### src/rtl/abm_select_arbiter.sv
// abm_select_arbiter: owns select_s1 and hands the RAM's AXI slave between S0 and S1, draining bursts before each switch
module abm_select_arbiter #(
    parameter int CW       = 8,
    parameter int MAX_HOLD = 0
) (
    input  logic clk,
    input  logic reset,
    input  logic req_s0,
    input  logic req_s1,
    input  logic m_awvalid,
    input  logic m_awready,
    input  logic m_bvalid,
    input  logic m_bready,
    input  logic m_arvalid,
    input  logic m_arready,
    input  logic m_rvalid,
    input  logic m_rready,
    input  logic m_rlast,
    output logic select_s1,
    output logic grant_s0,
    output logic grant_s1,
    output logic idle,
    output logic err
);
    localparam logic [2:0] SETTLE0 = 3'd0;
    localparam logic [2:0] OWN0    = 3'd1;
    localparam logic [2:0] DRAIN0  = 3'd2;
    localparam logic [2:0] SETTLE1 = 3'd3;
    localparam logic [2:0] OWN1    = 3'd4;
    localparam logic [2:0] DRAIN1  = 3'd5;
    localparam logic [CW-1:0] CMAX = '1;
    localparam logic [31:0] HOLD_LAST = 32'(MAX_HOLD - 1);

    logic [2:0] state, state_nx;
    logic [CW-1:0] wr_out, rd_out, wr_nx, rd_nx;
    logic [31:0] hold_cnt, hold_inc, hold_nx;
    logic aw_hs, b_hs, ar_hs, r_hs, long_hold, quiet, err_nx;

    assign aw_hs     = m_awvalid & m_awready;
    assign b_hs      = m_bvalid & m_bready;
    assign ar_hs     = m_arvalid & m_arready;
    assign r_hs      = m_rvalid & m_rready & m_rlast;
    assign idle      = (wr_out == '0) && (rd_out == '0);
    assign long_hold = (MAX_HOLD != 0) && (hold_cnt >= HOLD_LAST);
    assign quiet     = idle && !aw_hs && !ar_hs;
    assign hold_inc  = hold_cnt + {31'd0, hold_cnt != '1};

    // Simultaneous increment and decrement cancel, so neither can flag an error.
    always_comb begin
        wr_nx = (aw_hs && !b_hs && wr_out != CMAX) ? wr_out + 1'b1 :
                (b_hs && !aw_hs && wr_out != '0) ? wr_out - 1'b1 : wr_out;
        rd_nx = (ar_hs && !r_hs && rd_out != CMAX) ? rd_out + 1'b1 :
                (r_hs && !ar_hs && rd_out != '0) ? rd_out - 1'b1 : rd_out;
        err_nx = err
               | (aw_hs && !b_hs && wr_out == CMAX) | (b_hs && !aw_hs && wr_out == '0)
               | (ar_hs && !r_hs && rd_out == CMAX) | (r_hs && !ar_hs && rd_out == '0)
               | ((aw_hs || ar_hs) && state != OWN0 && state != OWN1);
    end

    always_comb begin
        state_nx = state;
        hold_nx  = hold_cnt;
        case (state)
            SETTLE0: begin
                state_nx = OWN0;
                hold_nx  = '0;
            end
            OWN0: begin
                hold_nx  = req_s1 ? hold_inc : '0;
                state_nx = (req_s1 && (!req_s0 || long_hold)) ? DRAIN0 : OWN0;
            end
            DRAIN0:  state_nx = quiet ? SETTLE1 : DRAIN0;
            SETTLE1: begin
                state_nx = OWN1;
                hold_nx  = '0;
            end
            OWN1: begin
                hold_nx  = req_s0 ? hold_inc : '0;
                state_nx = (req_s0 && (!req_s1 || long_hold)) ? DRAIN1 : OWN1;
            end
            DRAIN1:  state_nx = quiet ? SETTLE0 : DRAIN1;
            default: state_nx = SETTLE0;
        endcase
    end

    // Outputs are registered from the next state so they carry no input-to-output path.
    always_ff @(posedge clk) begin
        if (reset) begin
            state     <= SETTLE0;
            select_s1 <= 1'b0;
            grant_s0  <= 1'b0;
            grant_s1  <= 1'b0;
            wr_out    <= '0;
            rd_out    <= '0;
            hold_cnt  <= '0;
            err       <= 1'b0;
        end else begin
            state     <= state_nx;
            select_s1 <= (state_nx == SETTLE1) || (state_nx == OWN1) || (state_nx == DRAIN1);
            grant_s0  <= state_nx == OWN0;
            grant_s1  <= state_nx == OWN1;
            wr_out    <= wr_nx;
            rd_out    <= rd_nx;
            hold_cnt  <= hold_nx;
            err       <= err_nx;
        end
    end
endmodule
### config.mk
export PLATFORM = sky130hd
export DESIGN_NAME = abm_select_arbiter
export DESIGN_NICKNAME = d
export VERILOG_FILES = /design/src/rtl/abm_select_arbiter.sv
export SDC_FILE = /design/constraint.sdc
export NUM_CORES = 1
export LEC_CHECK = 0
export CORE_MARGIN = 2
export CORE_UTILIZATION = 30
export CTS_BUF_LIST = sky130_fd_sc_hd__clkbuf_4 sky130_fd_sc_hd__clkbuf_8 sky130_fd_sc_hd__clkbuf_16
export DETAILED_ROUTE_END_ITERATION = 7
export GPL_ROUTABILITY_DRIVEN = 0
export SYNTH_ARGS = -nofsm -noshare
export SYNTH_HDL_FRONTEND = slang
export SYNTH_SLANG_ARGS = --single-unit
export TNS_END_PERCENT = 50
### constraint.sdc
create_clock -name clk -period 2.8 [get_ports clk]
set_clock_uncertainty 0.1 [all_clocks]
set_input_delay 0.56 -clock clk [delete_from_list [all_inputs] [get_ports clk]]
set_output_delay 0.56 -clock clk [all_outputs]
set_load 0.03 [all_outputs]
# [Word-level counts from Yosys, hierarchy flattened]
# Cells that the tools add are included.
[op_classes] addsub=4 eq_ne=15 mux=9 bitwise_logic=10 reduce_logical=35
[op_table] operator="2-to-1 mux 8 bit" count=4
[op_table] operator="logical AND 1 bit" count=19
[op_table] operator="one-hot mux 3 bit (6 select lines)" count=1
[op_table] operator="adder 8 x 1 -> 8 bit (second input constant)" count=2
[op_table] operator="equality test 8 bit (second input constant)" count=2
[op_table] operator="logical NOT 8 bit" count=2
[op_table] operator="inequality test 8 bit (second input constant)" count=2
[op_table] operator="nonzero test 8 bit" count=2
[op_table] operator="subtractor 8 x 1 -> 8 bit (second input constant)" count=2
[op_table] operator="equality test 3 bit (second input constant)" count=4
[op_table] operator="equality test 3 x 2 -> 1 bit (second input constant)" count=3
[op_table] operator="equality test 3 x 1 -> 1 bit (second input constant)" count=2
[op_table] operator="logical NOT 1 bit" count=6
[op_table] operator="bitwise AND 1 bit" count=5
[op_table] operator="OR 1 bit" count=5
[op_table] operator="nonzero test 2 bit" count=2
[op_table] operator="logical NOT 3 bit" count=1
[op_table] operator="logical OR 1 bit" count=3
[op_table] operator="2-to-1 mux 3 bit" count=1
[op_table] operator="inequality test 3 x 1 -> 1 bit (second input constant)" count=1
[op_table] operator="inequality test 3 bit (second input constant)" count=1
[op_table] operator="2-to-1 mux 1 bit" count=2
[op_table] operator="2-to-1 mux 2 bit" count=1
[word_totals] regBits=23 input_bits=13 out_inout_bits=5 word_cells=80

# [Depth between registers and ports, before layout]
[depth] depth_word=9 mapped_depth=9 mapped_depth_nobuf=9

# [Worst setup path after synthesis]
# OpenSTA, ideal clock, no wires.
[synth_timing] path_kind="reg2reg" from="reg wr_out[0]" to="reg wr_out[5]" setup_time_ns=0.132 t_arrival_ns=2.438 t_required_ns=2.568 path_slack_ns=0.130 stages_incl_launch_ff=9 path_buffers=0 synth_period_minus_slack_ns=2.670 cell_sequence="dfxtp_1 -> nand4_1 -> o2111ai_1 -> ha_1 -> a21o_1 -> and4_1 -> or3_1 -> nand3_1 -> a21oi_1"
[synth_via] elab_chain_cells=3 elab_cells_between_ends=9 cone_classes="2 x add/sub; 1 x eq/ne; 2 x mux; 4 x reduce/logical"
[synth_rtl] element="start, declared" line_no="35" source="logic [CW-1:0] wr_out, rd_out, wr_nx, rd_nx;"
[synth_rtl] element="start signal, assigned" line_no="102" source="wr_out <= wr_nx;"
[synth_rtl] element="subtractor 8 x 1 -> 8 bit (tied with other cells)" line_no="51" source="(b_hs && !aw_hs && wr_out != '0) ? wr_out - 1'b1 : wr_out;"
[synth_rtl] element="2-to-1 mux 8 bit (tied with other cells)" line_no="51"
[synth_rtl] element="2-to-1 mux 8 bit / nonzero test 2 bit (equally long branches)"
# Several ways; a longest one is shown, not always the timed one. The select of a mux whose other input is x is not followed.
# A chain may end at the register's enable or synchronous reset.

# [Worst setup path after layout]
[layout_timing] from="reg wr_out[1]" to="out idle"
[layout_via] elab_chain_cells=2
[layout_rtl] element="logical NOT 8 bit" line_no="43" source="assign idle = (wr_out == '0) && (rd_out == '0);"
[layout_rtl] element="logical AND 1 bit" line_no="43"
[layout_rtl] element="end, declared" line_no="22" source="output logic idle,"
# Every way passes these cells.

==> results by group <==
Synthesis
  • FFs w/ async S/R, synth: 0%
  • Number of flops mapped to enable cells by yosys: 0
  • Top cell type's share of synthesized area: 28.9%
  • Synth Cell Area: 1590 um^2
  • Post-synthesis sequential area ratio: 28.9%
  • Predominant post-synthesis flop cell: dfxtp_1
  • Synth Instances: 191
  • Net count after synthesis: 218
  • Synthesized area per cell: 8.33 um^2
  • Ys Warns: 0
  • #FFs+latches synth: 23
  • Count leader, synth: dfxtp_1
  • Synth area leaders: dfxtp_1 (29%), ha_1 (9.4%), a21oi_1 (6.3%)
  • Top cells by count, synth: dfxtp_1 (23), a21oi_1 (20), nand3_1 (19), nand2_1 (18), ha_1 (12)
  • Yosys cell types: 41
  • Yosys top cell by area: dfxtp_1

Worst setup path
  • Crit. End Element: output pin
  • Worst EP required: 2140 ps
  • Buf+Inv Stages, Crit Path: 1
  • Worst r2r src: rd_out[3]$_SDFFE_PP0P_
  • Delay-heaviest family, CP: simple AND/OR/NAND/NOR gates
  • Critical path's slowest cell: or4_4
  • WP data arrival: 1950 ps
  • Worst setup path start: wr_out[1]$_SDFFE_PP0P_
  • Worst-path fanout max: 5
  • Critical path type: register to output pin
  • CP startpoint kind: register
  • Crit path cell chain: or4_4 > nor4_4 > dlygate4sd2_1
  • Critical path's largest stage delay: 590 ps

Pwr
  • Psw: 505 uW
  • Pwr dens: 640 nW/um^2
  • Combinational Power Share: 49.4%
  • Sw frac: 38.6%
  • Static leakage power: 0.000797 uW
  • Sequential share of power: 34.4%
  • Power Internal: 803 uW
  • Clock power share: 16.2%
  • Peak supply drop: 0.199 mV

Clocking
  • Hold_buf cts: 0
  • Clock-pin slew on the worst setup and hold paths: 90 ps
  • TritonCTS clock tree: built
  • Clock Latency Late Sink: 260 ps
  • CTS H-tree lvls: 1
  • Clock sinks: 23
  • Number of buffers created by CTS: 3
  • Root buf cell: clkbuf_8
  • Max Root-Sink Buffers: 2

Timing
  • Unrepaired setup endpoints after global routing: false
  • Final setup violation count: 0
  • Crit path time final: 2610 ps
  • Max Freq: 383 MHz
  • Slew headroom: 56.8%
  • Worst Tran Pin Value: 647 ps
  • Fin crit share: 93.2%
  • Max Slew Vio Count: 0
  • Final Hold Fails: 0

Worst hold path
  • Worst min-delay path startpoint: wr_out[4]$_SDFFE_PP0P_
  • Worst Hold Class: register to register

Floorplanning
  • Total core area: 5110 um^2
  • Die Wd: 76.8 um
  • Die ar.: 5900 um^2
  • Num rows: 26
  • Initial Util: 31.2%
  • # IOs: 18
  • Die Ht: 76.8 um

Routing
  • DRT antenna net count: 0
  • Post-Route WL: 3780 um
  • DR vias: 1532
  • DRC Markers: 0
  • Wirelength per Cell: 12.6 um
  • Initial drt markers: 77
  • Drt pass-1 iters: 4
  • Mean number of vias per cell: 5.12

Global routing
  • Total track usage: 13.2%
  • Initial antenna violation count: 0
  • Total grt overflow: 0
  • Pin count of the biggest net entering global routing: 16
  • Vias in the first global route: 1480
  • First-pass GRT wire length: 6560 um

Place
  • DP Area: 1990 um^2
  • Port Buffers: 17
  • Hpwl dp: 2930 um

Final layout
  • Fin area: 2040 um^2
  • Share of cells above drive strength 1: 15.3%
  • P&R area growth vs syn: 28.5%
  • Diode count: 0
  • Nets: 257
  • Final core utilization: 40.0%

Run
  • Max-cap violation count: 0

Status
  • Status: complete, no violations
final cells by class:
class                   instances  area, um^2
fillers                       511        3060
clock buffers                   3        41.3
clock inverters                 1        5.00
inverters                       4        15.0
repair buffers                 38         327
multi-input cells             160        1110
well taps                      70        87.6
flip-flops and latches         23         460
registers in the layout (all words and copies together) (netlist names):
signal / count
rd_out: 8
grant_s0: 1
wr_out: 8
select_s1: 1
grant_s1: 1
err: 1
state: 3
worst min-delay path, delay by kind of cell (launching register included):
family             cells  cell delay [ps]
AOI/OAI and AO/OA      1               50
DFF                    1              350
and+or+nand+nor        1               80
timing repair:
action,in CTS,in global routing
gates resized for setup,1,2
setup endpoints to repair,1,4
buffers inserted,0,0
cells in the final DEF, fill, tap and decap left out, types with 5 or more instances in the layout:
cell and instances:
a21oi_1 20, ha_1 12, o211ai_1 5, nor3_1 5, nand4_1 5, nand3_1 19, nand2_1 17, xnor2_1 9
clkdlybuf4s50_1 16, nor2_1 10, buf_4 21, dfxtp_1 23
through the flow:
stage / power, uW / setup TNS [ps] / worst slack (ps) / hold slack [ps] / instances
after floorplan: 903 / 0 / 130 / 370 / 191
after global placement: 1100 / -470 / -92.8 / 400 / 295
after detailed placement: 1100 / -598 / -117 / 402 / 295
after CTS: 1310 / 0 / 158 / 419 / 299
after global routing: 1410 / 0 / 18.1 / 447 / 299
final: 1310 / 0 / 190 / 418 / 299
routing by layer:
metal / vias to the layer above / global-route usage (%) / routed length, um
met5: - / 0 / 0
met4: 0 / 5.45 / 81
met3: 8 / 1.41 / 102
met2: 21 / 22.5 / 1780
met1: 705 / 16.9 / 1810
li1: 798 / - / -
power by group through the flow:
stage	Sequential, uW	Combinational (uW)	Clock, uW
2_1_floorplan	447	455	0
3_3_place_gp	456	644	0
3_5_place_dp	455	647	0
4_1_cts	448	647	219
5_1_grt	458	721	231
6_report	450	646	212
cells by family (layout without fill, tap and decap cells):
| kind of cell | after synthesis | in the layout | share of synthesized area (%) |
|---|---|---|---|
| compound gates | 49 | 49 | 19.9 |
| xor+xnor | 11 | 11 | 6.05 |
| fa+ha+maj | 14 | 14 | 11.9 |
| buf+inv | 8 | 46 | 1.96 |
| flops | 23 | 23 | 28.9 |
| mux | 3 | 3 | 1.89 |
| simple gates | 83 | 83 | 29.3 |
worst paths after layout:
path	to	slack [ps]	depth (start not counted)
setup / recovery	idle	190	3
hold / removal	wr_out[4]$_SDFFE_PP0P_	420	2
setup reg to reg	rd_out[7]$_SDFFE_PP0P_	370	10
hold reg to reg	wr_out[4]$_SDFFE_PP0P_	420	2
Power figures use the tool's default switching activity.
